==> src/rtl/kbd_pkg.sv <==
// kbd_pkg: shared prefix-tracking states and PS/2 set-2 scancode constants.
package kbd_pkg;
    typedef enum logic [1:0] {IDLE, EXT, BRK, EXT_BRK} state_t;
    localparam logic [7:0] SC_EXT    = 8'hE0;
    localparam logic [7:0] SC_BRK    = 8'hF0;
    localparam logic [7:0] SC_A      = 8'h1C;
    localparam logic [7:0] SC_D      = 8'h23;
    localparam logic [7:0] SC_SPACE  = 8'h29;
    localparam logic [7:0] SC_P      = 8'h4D;
    localparam logic [7:0] SC_LARROW = 8'h6B;
    localparam logic [7:0] SC_RARROW = 8'h74;
    localparam logic [7:0] SC_OVR0   = 8'h00;
    localparam logic [7:0] SC_OVRF   = 8'hFF;
endpackage

==> src/rtl/kbd_game_ctrl.sv <==
// kbd_game_ctrl: turns a PS/2 scancode byte stream into Space Invaders controls.
//   axis_aclk_i/axis_aresetn_i : clock, async active-low reset
//   s_axis_*                   : scancode byte stream (always ready out of reset)
//   left_o/right_o/fire_o      : held levels (left/right merge letter and arrow keys)
//   fire_pulse_o               : one cycle on a fresh space press
//   pause_o                    : toggles on each fresh P press
//   seq_err_o                  : one cycle on prefix timeout or overrun code
module kbd_game_ctrl
    import kbd_pkg::*;
#(
    parameter int PREFIX_TIMEOUT  = 500000,
    parameter int AXIS_DATA_WIDTH = 8
) (
    input  logic                       axis_aclk_i,
    input  logic                       axis_aresetn_i,
    input  logic                       s_axis_tvalid_i,
    output logic                       s_axis_tready_o,
    input  logic [AXIS_DATA_WIDTH-1:0] s_axis_tdata_i,
    output logic                       left_o,
    output logic                       right_o,
    output logic                       fire_o,
    output logic                       fire_pulse_o,
    output logic                       pause_o,
    output logic                       seq_err_o
);
    localparam int TW = $clog2(PREFIX_TIMEOUT + 1);
    localparam logic [TW-1:0] T_LOAD = TW'(PREFIX_TIMEOUT);

    state_t        state, state_n;
    logic [TW-1:0] timer, timer_n;
    logic          ready;
    logic          a_h, d_h, la_h, ra_h, sp_h, p_h, pause, fire_p, err;
    logic          a_n, d_n, la_n, ra_n, sp_n, p_n, pause_n, fire_p_n, err_n;
    logic          hs;
    logic [7:0]    code;

    assign hs   = s_axis_tvalid_i & ready;
    assign code = s_axis_tdata_i[7:0];

    always_comb begin
        state_n  = state;
        timer_n  = (timer != '0) ? timer - 1'b1 : '0;
        a_n      = a_h;
        d_n      = d_h;
        la_n     = la_h;
        ra_n     = ra_h;
        sp_n     = sp_h;
        p_n      = p_h;
        pause_n  = pause;
        fire_p_n = 1'b0;
        err_n    = 1'b0;
        if (hs) begin
            case (state)
                IDLE: begin
                    if (code == SC_EXT) state_n = EXT;
                    else if (code == SC_BRK) state_n = BRK;
                    else if (code == SC_OVR0 || code == SC_OVRF) begin
                        // keyboard buffer overrun: held state can no longer be trusted
                        {a_n, d_n, la_n, ra_n, sp_n, p_n} = '0;
                        err_n = 1'b1;
                    end else begin
                        if (code == SC_A) a_n = 1'b1;
                        if (code == SC_D) d_n = 1'b1;
                        if (code == SC_SPACE) begin
                            sp_n     = 1'b1;
                            fire_p_n = ~sp_h;
                        end
                        if (code == SC_P) begin
                            p_n     = 1'b1;
                            pause_n = pause ^ ~p_h;
                        end
                    end
                end
                EXT: begin
                    state_n = (code == SC_BRK) ? EXT_BRK : IDLE;
                    if (code == SC_LARROW) la_n = 1'b1;
                    if (code == SC_RARROW) ra_n = 1'b1;
                end
                BRK: begin
                    state_n = IDLE;
                    if (code == SC_A) a_n = 1'b0;
                    if (code == SC_D) d_n = 1'b0;
                    if (code == SC_SPACE) sp_n = 1'b0;
                    if (code == SC_P) p_n = 1'b0;
                end
                default: begin
                    state_n = IDLE;
                    if (code == SC_LARROW) la_n = 1'b0;
                    if (code == SC_RARROW) ra_n = 1'b0;
                end
            endcase
            // a handshake only leaves IDLE-or-stays-in-prefix when entering a new prefix state
            if (state_n != IDLE) timer_n = T_LOAD;
        end else if (state != IDLE && timer == '0) begin
            state_n = IDLE;
            err_n   = 1'b1;
        end
    end

    always_ff @(posedge axis_aclk_i or negedge axis_aresetn_i) begin
        if (!axis_aresetn_i) begin
            state  <= IDLE;
            timer  <= '0;
            ready  <= 1'b0;
            a_h    <= 1'b0;
            d_h    <= 1'b0;
            la_h   <= 1'b0;
            ra_h   <= 1'b0;
            sp_h   <= 1'b0;
            p_h    <= 1'b0;
            pause  <= 1'b0;
            fire_p <= 1'b0;
            err    <= 1'b0;
        end else begin
            state  <= state_n;
            timer  <= timer_n;
            ready  <= 1'b1;
            a_h    <= a_n;
            d_h    <= d_n;
            la_h   <= la_n;
            ra_h   <= ra_n;
            sp_h   <= sp_n;
            p_h    <= p_n;
            pause  <= pause_n;
            fire_p <= fire_p_n;
            err    <= err_n;
        end
    end

    assign s_axis_tready_o = ready;
    assign left_o          = a_h | la_h;
    assign right_o         = d_h | ra_h;
    assign fire_o          = sp_h;
    assign fire_pulse_o    = fire_p;
    assign pause_o         = pause;
    assign seq_err_o       = err;
endmodule

==> config.mk <==
export PLATFORM = sky130hd
export DESIGN_NAME = kbd_game_ctrl
export DESIGN_NICKNAME = d
export VERILOG_FILES = /design/src/rtl/kbd_pkg.sv /design/src/rtl/kbd_game_ctrl.sv
export SDC_FILE = /design/constraint.sdc
export NUM_CORES = 1
export LEC_CHECK = 0
export ABC_CLOCK_PERIOD_IN_PS = 2400
export CAP_MARGIN = 10
export CORE_UTILIZATION = 55
export CTS_CLUSTER_DIAMETER = 40
export DETAILED_ROUTE_END_ITERATION = 10
export GPL_TIMING_DRIVEN = 0
export PLACE_DENSITY_LB_ADDON = 0.05
export SYNTH_ARGS = -nofsm -noshare
export SYNTH_HDL_FRONTEND = slang
export SYNTH_SLANG_ARGS = --single-unit
==> constraint.sdc <==
create_clock -name axis_aclk_i -period 2.4 [get_ports axis_aclk_i]
set_clock_uncertainty 0.15 [all_clocks]
set_input_delay 0.48 -clock axis_aclk_i [delete_from_list [all_inputs] [get_ports axis_aclk_i]]
set_output_delay 0.48 -clock axis_aclk_i [all_outputs]
set_load 0.03 [all_outputs]
==> results.cfg <==
[run_status]
status = complete, no violations

[run]
maxCapViolations = 0

[placement]
hpwl_mm = 2.60
dp_slack_ns = -0.618
port_buffers = 16
gp_congestion = 0.872

[power_and_ir_drop]
p_int_w = 0.000954
cellLeakagePower_nw = 0.855
power_frac_comb_pct = 15.5
cellPowerDensity_mw_per_mm2 = 665
p_sw_share_pct = 29.4
p_switching_w = 0.000398
power_frac_clock_pct = 31.8
seqPwrFrac_pct = 52.7
ir_drop_uv = 440

[yosys]
netlist_area_mm2 = 0.00167
synth_edf_count = 0
synthFlopType = dfrtp_1
ys_types = 41
synthArstFlopShare_pct = 100
ys_ff_latch = 31
ys_seq_area_share_pct = 46.5
synth_area_per_cell_um2 = 9.70
synth_cells = 172
syn-num-nets = 184
ys_warn_count = 0

[drt]
wire_per_inst_um = 15.7
via_per_inst = 5.95
totalWireLength_mm = 3.59
vias = 1362
antenna_left = 0
first_iter_violations = 59
first_pass_iters = 4
drc = 0

[global_route]
grt_usage_pct = 23.9
grt_start_max_net_pins = 22
grt_pass1_vias = 1297
grt-ovfl-total = 0
grt_pass1_wl_mm = 5.93
antenna_found_initial = 0

[floorplan]
row_count = 19
core_area_mm2 = 0.00281
fp.dieArea_mm2 = 0.00326
die_h_um = 57.1
ios = 18
die_w_um = 57.1
initial_core_util_pct = 59.5

[final_layout]
area_growth_pct = 21.8
drive_gt1_share_pct = 15.2
finalNetCount = 209
reg.largest.list = timer x19, state x2
largest_register_ffs = 19
diodes = 0
regMostFlops = timer
fin_util_pct = 72.4

[clock_network]
hold_buffers = 0
cts.sinks = 31
root_buffer = clkbuf_4
cts_max_level = 2
tritoncts = yes
numCtsBuffers = 5
clockBufferDepth = 2
insertion_delay_ns = 0.34
clk_pin_slew_worst_paths_ns = 0.10

[critical_path]
slowest_delay_ns = 0.58
path_common_cell = or3_1
worstSetupPathType = in2reg
startpoint_type = input pin
cp_slowest_cell = clkdlybuf4s50_1
crit_arrival_ns = 2.42
crit_path_end_kind = flip-flop
critPathBufInv = 1
crit_family = simple AND/OR/NAND/NOR gates
path_cells = clkdlybuf4s50_1 -> nand2b_1 -> or3_1 -> or3_1 -> mux2_1 -> o221a_2
crit_required_ns = 2.47
crit_path_max_fanout = 7

[timing]
slew_headroom_pct = 62.6
post-route-period-util_pct = 97.8
finalCriticalPeriod_ns = 2.35
worstMarginPinSlew_ns = 0.559
worst_slack_ns = 0.0526
hold_viol = 0
maxSlewViolCount = 0
max_freq_mhz = 426
setup_viol = 0

[min_path]
hold_class = reg2reg
-- power groups by stage --
stage | Combinational, W | Clock [W] | Sequential, W
after global placement | 0.000189 | 0 | 0.000700
after floorplan | 0.000136 | 0 | 0.000691
after CTS | 0.000205 | 0.000434 | 0.000698
after detailed placement | 0.000205 | 0 | 0.000707
after global routing | 0.000238 | 0.000453 | 0.000728
final | 0.000210 | 0.000430 | 0.000712
-- Yosys cell counts (all sizes together), types with 3 or more instances --
| cell type | count | share of area [%] |
|---|---|---|
| a22o | 3 | 1.6 |
| nand2 | 21 | 4.7 |
| nor4 | 10 | 4.9 |
| xnor2 | 7 | 3.7 |
| nor3 | 6 | 1.8 |
| o31ai | 3 | 1.4 |
| or4 | 5 | 2.7 |
| xor2 | 7 | 3.7 |
| dfrtp | 31 | 47 |
| o21ai | 7 | 2.1 |
| or2 | 4 | 1.5 |
| o221a | 4 | 2.7 |
| mux2 | 4 | 2.9 |
| nand3 | 6 | 1.8 |
| nor2 | 23 | 5.2 |
| or3 | 9 | 3.7 |
-- worst register-to-register path: stages (launching register included) --
cell     delay (ns)
dfrtp_1        0.43
nor4_2         0.38
nand4_1        0.29
or4_4          0.58
nand2_2        0.13
buf_6          0.15
nor2_1         0.07
-- area by class of cell --
cell class                 instances  area (µm²)
multi-input combinational        136         912
sequential                        31         776
fill                             228         773
timing repair buffer              18         193
clock buffer                       6        51.3
tap                               31        38.8
clock inverter                     2        35.0
buffer                             3        18.8
inverter                           2        7.51
-- through the flow --
step           instance area (µm²)  std cells  setup TNS, ns  power, W  hold WS (ns)
2_1_floorplan                 1670        172              0  0.000826        0.0344
3_3_place_gp                  1870        219          -8.21  0.000889         0.311
3_5_place_dp                  1890        220         -11.04  0.000911         0.316
4_1_cts                       1990        228              0   0.00134         0.326
5_1_grt                       2030        229        -0.0241   0.00142         0.336
6_report                      2030        229              0   0.00135         0.322
-- metal layers --
| metal | track usage (%) | part of all wire (%) | vias up |
|---|---|---|---|
| met5 | 0 | 0 | - |
| met4 | 7.67 | 1.2 | 0 |
| met3 | 8.39 | 4.6 | 6 |
| met2 | 36.3 | 47 | 30 |
| met1 | 32.2 | 47 | 655 |
| li1 | - | - | 671 |
-- cells in the final DEF (no fill, tap or decap), types with 3 or more instances in the layout --
master	synthesis	routed
a22o_1	3	3
clkbuf_4	0	5
clkdlybuf4s50_1	0	14
dfrtp_1	31	31
nand2_1	21	20
nand3_1	6	5
nor2_1	23	23
nor3_1	6	5
nor4_1	7	6
o21ai_0	7	7
o221a_2	3	3
o31ai_1	3	3
or3_1	8	8
or4_1	3	3
xnor2_1	7	7
xor2_1	7	7
-- path summary, 6_finish.rpt --
check	startpoint	endpoint	slack, ns	cells past startpoint
hold reg to reg	timer[0]	timer[0]	0.32	1
min in group asynchronous	axis_aresetn_i	timer[2]	0.35	1
setup reg to reg	timer[9]	timer[14]	0.14	6
setup / recovery	s_axis_tdata_i[5]	d_h	0.05	6
max in group asynchronous	axis_aresetn_i	state[0]	1.26	2
hold / removal	timer[0]	timer[0]	0.32	1
-- kinds of logic (layout without fill, tap and decap cells) --
| group | count (synthesis) | after routing | share of synthesized area (%) |
|---|---|---|---|
| AO/OA/AOI/OAI | 20 | 20 | 9.15 |
| multiplexers | 4 | 4 | 2.93 |
| buffers and inverters | 5 | 31 | 1.58 |
| XOR/XNOR | 14 | 14 | 7.35 |
| flip-flops | 31 | 31 | 46.5 |
| other | 1 | 1 | 0.225 |
| AND/OR/NAND/NOR | 96 | 96 | 31.5 |
| adder cells (fa/ha/maj) | 1 | 1 | 0.750 |
-- timing repair --
action	4_1_cts	5_1_grt
gates resized for setup	4	6
setup endpoints to repair	15	14
buffers inserted	0	1
pin swaps	0	1
Power figures use the tool's default switching activity.
